### src/rtl/cp0_exc_ctrl.sv
// CP0 exception/interrupt sequencer: arbitrates at instruction boundaries, then drives Cause/EPC writes, PC redirect and eret.
// Latency: Cause/EPC write pulse 1 cycle after the deciding boundary, PC write 2 cycles after it; eret PC write 1 cycle after.
// Backpressure: stall holds the main control FSM while a sequence runs; boundary is ignored until it drops.
module cp0_exc_ctrl #(
    parameter logic [31:0] VECTOR_ADDR = 32'h0000_0008
) (
    input  logic        clk,
    input  logic        rst,
    input  logic        int_req,
    input  logic        boundary,
    input  logic        exc_ovf,
    input  logic        exc_unimpl,
    input  logic        exc_sys,
    input  logic        eret,
    input  logic [31:0] cur_pc,
    input  logic [31:0] next_pc,
    input  logic [31:0] epc_q,
    input  logic        sts_we,
    input  logic [1:0]  sts_wdata,
    output logic [1:0]  cause_code,
    output logic        cause_we,
    output logic        epc_we,
    output logic [31:0] epc_wdata,
    output logic        pc_we,
    output logic [31:0] pc_wdata,
    output logic        stall,
    output logic        ie,
    output logic        exl
);

    typedef enum logic [1:0] {
        IDLE   = 2'd0,
        SAVE   = 2'd1,
        VECTOR = 2'd2,
        RET    = 2'd3
    } state_t;

    localparam logic [1:0] CODE_INT    = 2'b00;
    localparam logic [1:0] CODE_SYS    = 2'b01;
    localparam logic [1:0] CODE_UNIMPL = 2'b10;
    localparam logic [1:0] CODE_OVF    = 2'b11;

    state_t      state, state_d;
    logic        int_pend, int_pend_d;
    logic [1:0]  cause_code_d;
    logic        cause_we_d, epc_we_d, pc_we_d, stall_d, ie_d, exl_d;
    logic [31:0] epc_wdata_d, pc_wdata_d;
    logic        take_int;

    assign take_int = int_pend & ie & ~exl;

    always_comb begin
        state_d      = state;
        int_pend_d   = int_pend | int_req;
        cause_code_d = cause_code;
        epc_wdata_d  = epc_wdata;
        pc_wdata_d   = pc_wdata;
        cause_we_d   = 1'b0;
        epc_we_d     = 1'b0;
        pc_we_d      = 1'b0;
        stall_d      = 1'b0;
        ie_d         = ie;
        exl_d        = exl;

        case (state)
            IDLE: begin
                if (sts_we) begin
                    ie_d  = sts_wdata[0];
                    exl_d = sts_wdata[1];
                end
                if (boundary) begin
                    // Outputs are registered, so the SAVE/RET pulses are launched on the deciding edge.
                    if (exc_ovf || exc_unimpl || exc_sys || take_int) begin
                        state_d     = SAVE;
                        cause_we_d  = 1'b1;
                        epc_we_d    = 1'b1;
                        stall_d     = 1'b1;
                        epc_wdata_d = cur_pc;
                        if (exc_ovf)         cause_code_d = CODE_OVF;
                        else if (exc_unimpl) cause_code_d = CODE_UNIMPL;
                        else if (exc_sys)    cause_code_d = CODE_SYS;
                        else begin
                            cause_code_d = CODE_INT;
                            epc_wdata_d  = next_pc;
                        end
                    end else if (eret) begin
                        state_d    = RET;
                        pc_we_d    = 1'b1;
                        pc_wdata_d = epc_q;
                        stall_d    = 1'b1;
                    end
                end
            end
            SAVE: begin
                state_d    = VECTOR;
                exl_d      = 1'b1;
                pc_we_d    = 1'b1;
                pc_wdata_d = VECTOR_ADDR;
                stall_d    = 1'b1;
                if (cause_code == CODE_INT) int_pend_d = 1'b0;
            end
            VECTOR: state_d = IDLE;
            RET: begin
                state_d = IDLE;
                exl_d   = 1'b0;
            end
            default: state_d = IDLE;
        endcase
    end

    always_ff @(posedge clk) begin
        if (rst) begin
            state      <= IDLE;
            int_pend   <= 1'b0;
            cause_code <= 2'b00;
            epc_wdata  <= 32'd0;
            pc_wdata   <= 32'd0;
            cause_we   <= 1'b0;
            epc_we     <= 1'b0;
            pc_we      <= 1'b0;
            stall      <= 1'b0;
            ie         <= 1'b0;
            exl        <= 1'b0;
        end else begin
            state      <= state_d;
            int_pend   <= int_pend_d;
            cause_code <= cause_code_d;
            epc_wdata  <= epc_wdata_d;
            pc_wdata   <= pc_wdata_d;
            cause_we   <= cause_we_d;
            epc_we     <= epc_we_d;
            pc_we      <= pc_we_d;
            stall      <= stall_d;
            ie         <= ie_d;
            exl        <= exl_d;
        end
    end

endmodule

### config.mk
export PLATFORM = sky130hd
export DESIGN_NAME = cp0_exc_ctrl
export DESIGN_NICKNAME = d
export VERILOG_FILES = /design/src/rtl/cp0_exc_ctrl.sv
export SDC_FILE = /design/constraint.sdc
export NUM_CORES = 1
export LEC_CHECK = 0
export CAP_MARGIN = 20
export CORE_ASPECT_RATIO = 0.75
export CORE_MARGIN = 3
export CORE_UTILIZATION = 67
export CTS_CLUSTER_DIAMETER = 150
export DETAILED_ROUTE_END_ITERATION = 16
export DONT_BUFFER_PORTS = 1
export PLACE_DENSITY_LB_ADDON = 0.12
export SETUP_SLACK_MARGIN = 0.3
export SKIP_LAST_GASP = 1
export SLEW_MARGIN = 20
export SYNTH_ARGS = -nofsm -noshare
export SYNTH_HDL_FRONTEND = slang
export SYNTH_SLANG_ARGS = --single-unit
### constraint.sdc
create_clock -name clk -period 3 [get_ports clk]
set_input_delay 0.6 -clock clk [delete_from_list [all_inputs] [get_ports clk]]
set_output_delay 0.6 -clock clk [all_outputs]
set_load 0.005 [all_outputs]
==> results by group, run 1 <==
Worst setup path
  • WP data arrival: 2.15 ns
  • Worst EP required: 3.25 ns
  • Crit. End Element: flop
  • Crit path kind: flop to flop
  • Reg2reg setup slack: 1.09 ns
  • CP max FO: 42
  • Crit path launch type: flop

Clocking
  • Longest Clk Path Bufs: 2
  • # Post-CTS Setup Buffers: 0
  • Clock tree from TritonCTS: done
  • Cts bufs inserted: 9
  • Sink Count: 74
  • Hold Buf Count CTS: 0
  • Clock-pin transition on the worst setup and hold timing paths: 0.08 ns
  • Skew-Pair Late Insertion Delay: 0.34 ns
  • H-tree levels: 3
  • PostCTS Resize Cnt: 0
  • Root buf cell: clkbuf_8

Synth
  • Post-Synthesis Cells: 306
  • Area leader, netlist: dfxtp_1
  • Simple-gate share of the synthesized area: 16.8%
  • Commonest register cell after synthesis: dfxtp_1
  • Commonest cells in the netlist: 74 x dfxtp_1, 65 x nand2_1, 44 x nor2_1, 31 x a22o_1, 29 x a311oi_2
  • Avg Cell Area, Syn: 9.92 sq um
  • Seq cells post-synth: 74
  • Top cells by area, synth: dfxtp_1 49%, a311oi_2 14%, a22o_1 8.9%
  • Largest family of logic cells by synthesized area: compound AO/OA/AOI/OAI gates
  • Post-synth EDFFs: 0
  • Synth warnings: 0
  • Share of the synthesized area in the top cell type: 48.8%
  • Most frequent cell after synthesis: dfxtp_1
  • Post-synth ARST share: 0%
  • Adder-cell area share of the yosys netlist: 0%
  • Post-synthesis xor/xnor area fraction: 0%
  • Multiplexer area fraction after synthesis: 0.660%
  • Compound-Gate Fraction of Synth Area: 27.3%
  • Net count after synthesis: 413
  • Register area share after synthesis: 48.8%
  • Distinct cells, synth: 29
  • Area of the mapped netlist: 3040 sq um

Timing
  • Clock skew: 0.00980 ns
  • Setup TNS: 0 ns
  • Hold Vio Cnt, Final: 0
  • Unrepaired setup endpoints after global routing: no
  • Worst-Margin Slew: 1.04 ns
  • Crit share post-route: 63.6%
  • Final setup vio count: 0
  • F_max: 524 MHz
  • Pins Over Slew Limit: 0
  • Hold_ws: 0.328 ns
  • Worst slew margin relative to its limit: 30.5%
  • Min Tclk post-route: 1.91 ns
  • Final WS setup: 1.09 ns

Power and ir drop
  • Lkg Pwr: 1.18 nW
  • Power Density: 627 nW/um^2
  • Max IR drop VDD: 0.414 mV

Route
  • Final wirelength: 6.84 mm
  • Drt initial violations: 75
  • Routed vias/inst: 6.29
  • Detail Route Antenna Nets: 0
  • DR pass1 iterations: 4
  • Drt drc: 0
  • Routed via count: 2220
  • Detailed-route wire length per cell: 19.4 um

Place
  • Hpwl dp: 4.98 mm
  • Pre-CTS setup slack: 0.949 ns
  • Placer congestion estimate: 0.808
  • DP Cell Count: 338
  • Port Buffers: 0

Global route
  • GRT overflow: 0
  • Grt peak-use layer: met2
  • Initial antenna violation count: 0
  • First-pass GRT wire length: 11.0 mm
  • Largest net degree at the start of global routing: 44
  • Gr usage total: 25.7%
  • GR Layer Usage met2: 40.6%
  • Vias in the first global route: 2218
  • Met1 GRT Util: 28.8%
  • Routing usage on met3: 15.1%

Floorplanning
  • Cell row count: 20
  • Die area: 5380 sq um
  • Die Span Y: 64.3 um
  • Die Wd: 83.7 um
  • Number of I/O pins: 179
  • Initial Util: 72.2%
  • CORE AREA: 4200 sq um

Layout
  • Area Growth Syn to Fin: 4.00%
  • Reg area: 1480 sq um
  • Antenna cells: 0
  • Layout Cells excl Fill: 353
  • Fillers: 308
  • Final nets: 401
  • Multi-input logic area: 1380 sq um
  • Share of post-route cells with drive strength above 1: 18.5%
  • Post-layout util: 75.1%

Job
  • Max Cap Viol: 0

Status
  • Outcome: completed

Worst hold path
  • Hold Path Class: input port to flop
[cells by family after synthesis]
group | after synthesis
and+or+nand+nor | 122
DFF | 74
AOI/OAI and AO/OA | 76
muxes | 2
buffers and inverters | 32
[cell usage in the layout, fill, tap and decap left out, types with 2 or more instances in the layout]
cell type   n
nor3_1      2
a311oi_2   29
a22o_1     31
nand2_1    65
a21oi_1     5
a311oi_1    3
inv_1       4
buf_4       5
nor4_1      2
nor2_1     44
dfxtp_1    74
mux2i_1     2
clkinv_2    2
a211oi_1    4
nand3_1     2
clkbuf_8   11
[state kept, by name (all words and copies together), names as in the netlist]
name	count
epc_wdata	32
pc_wdata	32
cause_code	2
state	2
epc_we	1
exl	1
ie	1
int_pend	1
pc_we	1
stall	1
[per-stage QoR]
step / total power [mW] / cell area [sq um]
6_report: 1.98 / 3160
3_5_place_dp: 1.32 / 2980
2_1_floorplan: 1.30 / 3040
5_1_grt: 2.08 / 3160
3_3_place_gp: 1.31 / 2970
4_1_cts: 2.00 / 3160
[power by group]
part           switching (mW)  total (mW)  leakage (nW)  internal, mW
clock network           0.346       0.687        0.0916         0.341
registers              0.0506        1.09         0.606          1.04
logic                   0.116       0.201         0.482        0.0851
[area by class of cell]
cell class | instances | share of cell area, %
Sequential cell | 74 | 46.9
Tap cell | 55 | 2.18
Clock buffer | 11 | 4.80
Inverter | 4 | 0.476
Multi-Input combinational cell | 200 | 43.6
Clock inverter | 4 | 0.832
Timing Repair Buffer | 5 | 1.19
[routing by layer]
layer  vias to the layer above  part of all wire [%]
li1                       1068                     -
met1                      1031                    39
met2                       111                    47
met3                        10                    12
met4                         0                   1.7
met5                         -                     0
[worst max-delay path: stages (launching register included)]
cell,delay [ns]
dfxtp_1,0.41
or3b_4,0.47
a21oi_4,0.13
buf_4,0.44
nor2_1,0.12
a311oi_2,0.25
[worst paths after layout]
kind / start / to / cells after the start
worst max-delay path: state[1] / epc_wdata[30] / 5
worst min-delay path: rst / epc_wdata[16] / 1
worst max register to register: state[1] / epc_wdata[30] / 5
worst min register to register: int_pend / int_pend / 2
(Power assumes the default switching activity.)
==> run 2: changes to the inputs <==
Settings changed: CORE_UTILIZATION 67 to 56.
Clock period 3 ns to 1.6 ns, I/O delays scaled along.
==> run 2 against run 1 <==
  * Flip-flop and latch count unchanged
  * Clock-buffer cell count shrank 1
  * Clock skew fell by 0.0037 ns
  * Critical endpoint is now epc_wdata[22]
  * Largest power group unchanged
==> results by group, run 2 (synthesis results as in run 1) <==
Layout
  • Most common cell after layout, fill and taps aside: dfxtp_1
  • Area Growth Syn to Fin: 27.2%
  • Final nets: 438 (+9.2%)
  • Reg area: 1480 sq um (+0.17%)
  • Antenna cells: 0 (unchanged)
  • Share of post-route cells with drive strength above 1: 36.1% (+18 points)
  • Fillers: 353 (+15%)
  • Largest registers: epc_wdata (32), pc_wdata (32)
  • Cell area after layout: 3860 sq um (+22%)
  • Commonest cells after routing, fill and taps aside: 72 x dfxtp_1, 64 x nand2_1, 31 x a22o_1
  • Multi-input logic area: 1560 sq um (+14%)

Worst setup path
  • Worst-path cell chain: or3b_4 > a21oi_4 > buf_12 > buf_8 > clkbuf_16 > a311oi_2
  • Worst EP required: 1.81 ns (-1.44 ns)
  • CP max FO: 8 (-81%)
  • Crit path kind: flop to flop
  • Slowest cell on crit path: or3b_4
  • R2R cell count: 6 (+1)
  • WP data arrival: 1.78 ns (-0.37 ns)
  • Worst r2r dst: epc_wdata[22]
  • Crit path launch type: flop
  • Reg2reg setup slack: 0.04 ns (-1.06 ns)
  • Crit. End Element: flop
  • CP peak stage delay: 0.41 ns (-0.06 ns)
  • Worst r2r src: state[1]

Power and ir drop
  • Comb pwr share: 16.3% (+6.1 points)
  • Pint: 3.01 mW (+110%)
  • Sw power: 1.06 mW (+110%)
  • Power Density: 1050 nW/um^2 (+68%)
  • Net Sw Frac: 26.1% (+0.20 points)
  • Clock share of power: 33.3% (-1.4 points)
  • Lkg Pwr: 1.47 nW (+24%)
  • Reg power frac: 50.4% (-4.7 points)
  • Max IR drop VDD: 0.689 mV (+66%)

Route
  • Routed vias/inst: 6.10 (-3.0%)
  • Final wirelength: 8.67 mm (+27%)
  • Detail Route Antenna Nets: 0 (unchanged)
  • Drt initial violations: 109 (+45%)
  • Drt drc: 0 (unchanged)
  • Routed via count: 2482 (+12%)
  • Detailed-route wire length per cell: 21.3 um (+9.9%)
  • DR pass1 iterations: 6 (+2)

Worst hold path
  • Hold path depth: 1 (unchanged)
  • Hold Path Class: input port to flop
  • Hold endpoint: state[1]
  • Hold Startpoint: rst

Timing
  • Setup TNS: 0 ns (unchanged)
  • Worst-Margin Slew: 0.438 ns (-0.604 ns)
  • Unrepaired setup endpoints after global routing: yes
  • Final WS setup: 0.0366 ns (-1.06 ns)
  • Hold_ws: 0.0657 ns (-0.262 ns)
  • Pins Over Slew Limit: 0 (unchanged)
  • Final setup vio count: 0 (unchanged)
  • Hold Vio Cnt, Final: 0 (unchanged)
  • Crit share post-route: 97.7% (+34 points)
  • Min Tclk post-route: 1.56 ns (-0.344 ns)
  • Worst slew margin relative to its limit: 70.8% (+40 points)
  • F_max: 640 MHz (+22%)
  • Clock skew: 0.00614 ns (-0.00366 ns)

Clocking
  • Skew-Pair Late Insertion Delay: 0.34 ns (about the same)
  • Clock tree from TritonCTS: done
  • Cts bufs inserted: 9 (unchanged)
  • Clock-pin transition on the worst setup and hold timing paths: 0.07 ns (about the same)
  • Hold Buf Count CTS: 0 (unchanged)
  • Sink Count: 74 (unchanged)
  • H-tree levels: 3 (unchanged)
  • Root buf cell: clkbuf_8
  • Longest Clk Path Bufs: 2 (unchanged)

Global route
  • GRT overflow: 0 (unchanged)
  • First-pass GRT wire length: 12.9 mm (+18%)
  • Initial antenna violation count: 0 (unchanged)
  • Vias in the first global route: 2487 (+12%)
  • Largest net degree at the start of global routing: 45 (+2.3%)
  • Gr usage total: 25.6% (-0.074 points)

Status
  • Outcome: completed

Floorplanning
  • CORE AREA: 5060 sq um (+20%)
  • Initial Util: 59.9% (-12 points)
  • Die Wd: 91.0 um (+8.7%)
  • Die area: 6350 sq um (+18%)
  • Die Span Y: 69.8 um (+8.5%)
  • Number of I/O pins: 179 (unchanged)
  • Cell row count: 22 (+10%)

Place
  • Placer congestion estimate: 0.785 (-2.9%)
  • Pre-CTS setup slack: -0.107 ns (-1.06 ns)
  • Dpl cell area: 3140 sq um (+5.5%)
  • Port Buffers: 0 (unchanged)
  • Hpwl dp: 5.13 mm (+3.0%)

Job
  • Max Cap Viol: 0 (unchanged)
-- run 2: worst max path at each step --
stage / start / endpoint / slack [ns]
floorplan: state[1] / epc_wdata[13] / 0.05
global placement: boundary / pc_wdata[7] / -0.08
detailed placement: state[1] / pc_wdata[7] / -0.11
CTS: state[0] / epc_wdata[19] / 0.007
global route: state[1] / epc_wdata[21] / -0.02
finish: state[1] / epc_wdata[22] / 0.04
-- run 2: final cells by class --
class	instances	share of cell area [%]
Multi-Input combinational cell	202	40.5
Clock inverter	5	1.46
Clock buffer	10	3.31
Tap cell	72	2.33
Timing Repair Buffer	40	13.6
Sequential cell	74	38.4
Inverter	4	0.389
-- run 2: timing repair --
| action | 4_1_cts | 5_1_grt |
|---|---|---|
| pin swaps | 19 | 31 |
| gates cloned | 5 | 6 |
| endpoints found under the hold margin | 0 | 0 |
| gates resized for setup | 15 | 27 |
| buffers inserted | 10 | 5 |
| endpoints found under the setup margin | 66 | 71 |
-- run 2: stage by stage --
step | instances | power, mW | util (%)
finish | 407 | 4.07 | 76.2
global route | 407 | 4.23 | 76.2
CTS | 396 | 3.98 | 70.8
detailed placement | 366 | 2.53 | 62.1
global placement | 366 | 2.51 | 62.1
floorplan | 306 | 2.48 | -
-- run 2: worst max-delay path, delay by kind of cell (launching register included) --
family	cells	cell delay, ns
compound gates	2	0.22
buf+inv	3	0.47
flops	1	0.32
simple gates	1	0.41
-- run 2: power groups by stage --
stage	logic [mW]	clock network, mW	registers [mW]
global placement	0.428	0	2.09
CTS	0.550	1.38	2.05
finish	0.663	1.35	2.05
floorplan	0.424	0	2.06
global route	0.717	1.45	2.06
detailed placement	0.440	0	2.09
-- run 2: layer usage --
metal	vias up	wire length (um)	GRT usage, %
li1	1152	-	-
met1	1174	3450	30.3
met2	144	4150	40.6
met3	12	944	12.4
met4	0	134	8.86
met5	-	0	0
==> run 3: changes to the inputs <==
Settings changed: CTS_CLUSTER_DIAMETER 150 to default.
==> results of run 3 <==
No change in the layout: final DEF, timing and power equal those of run 2.
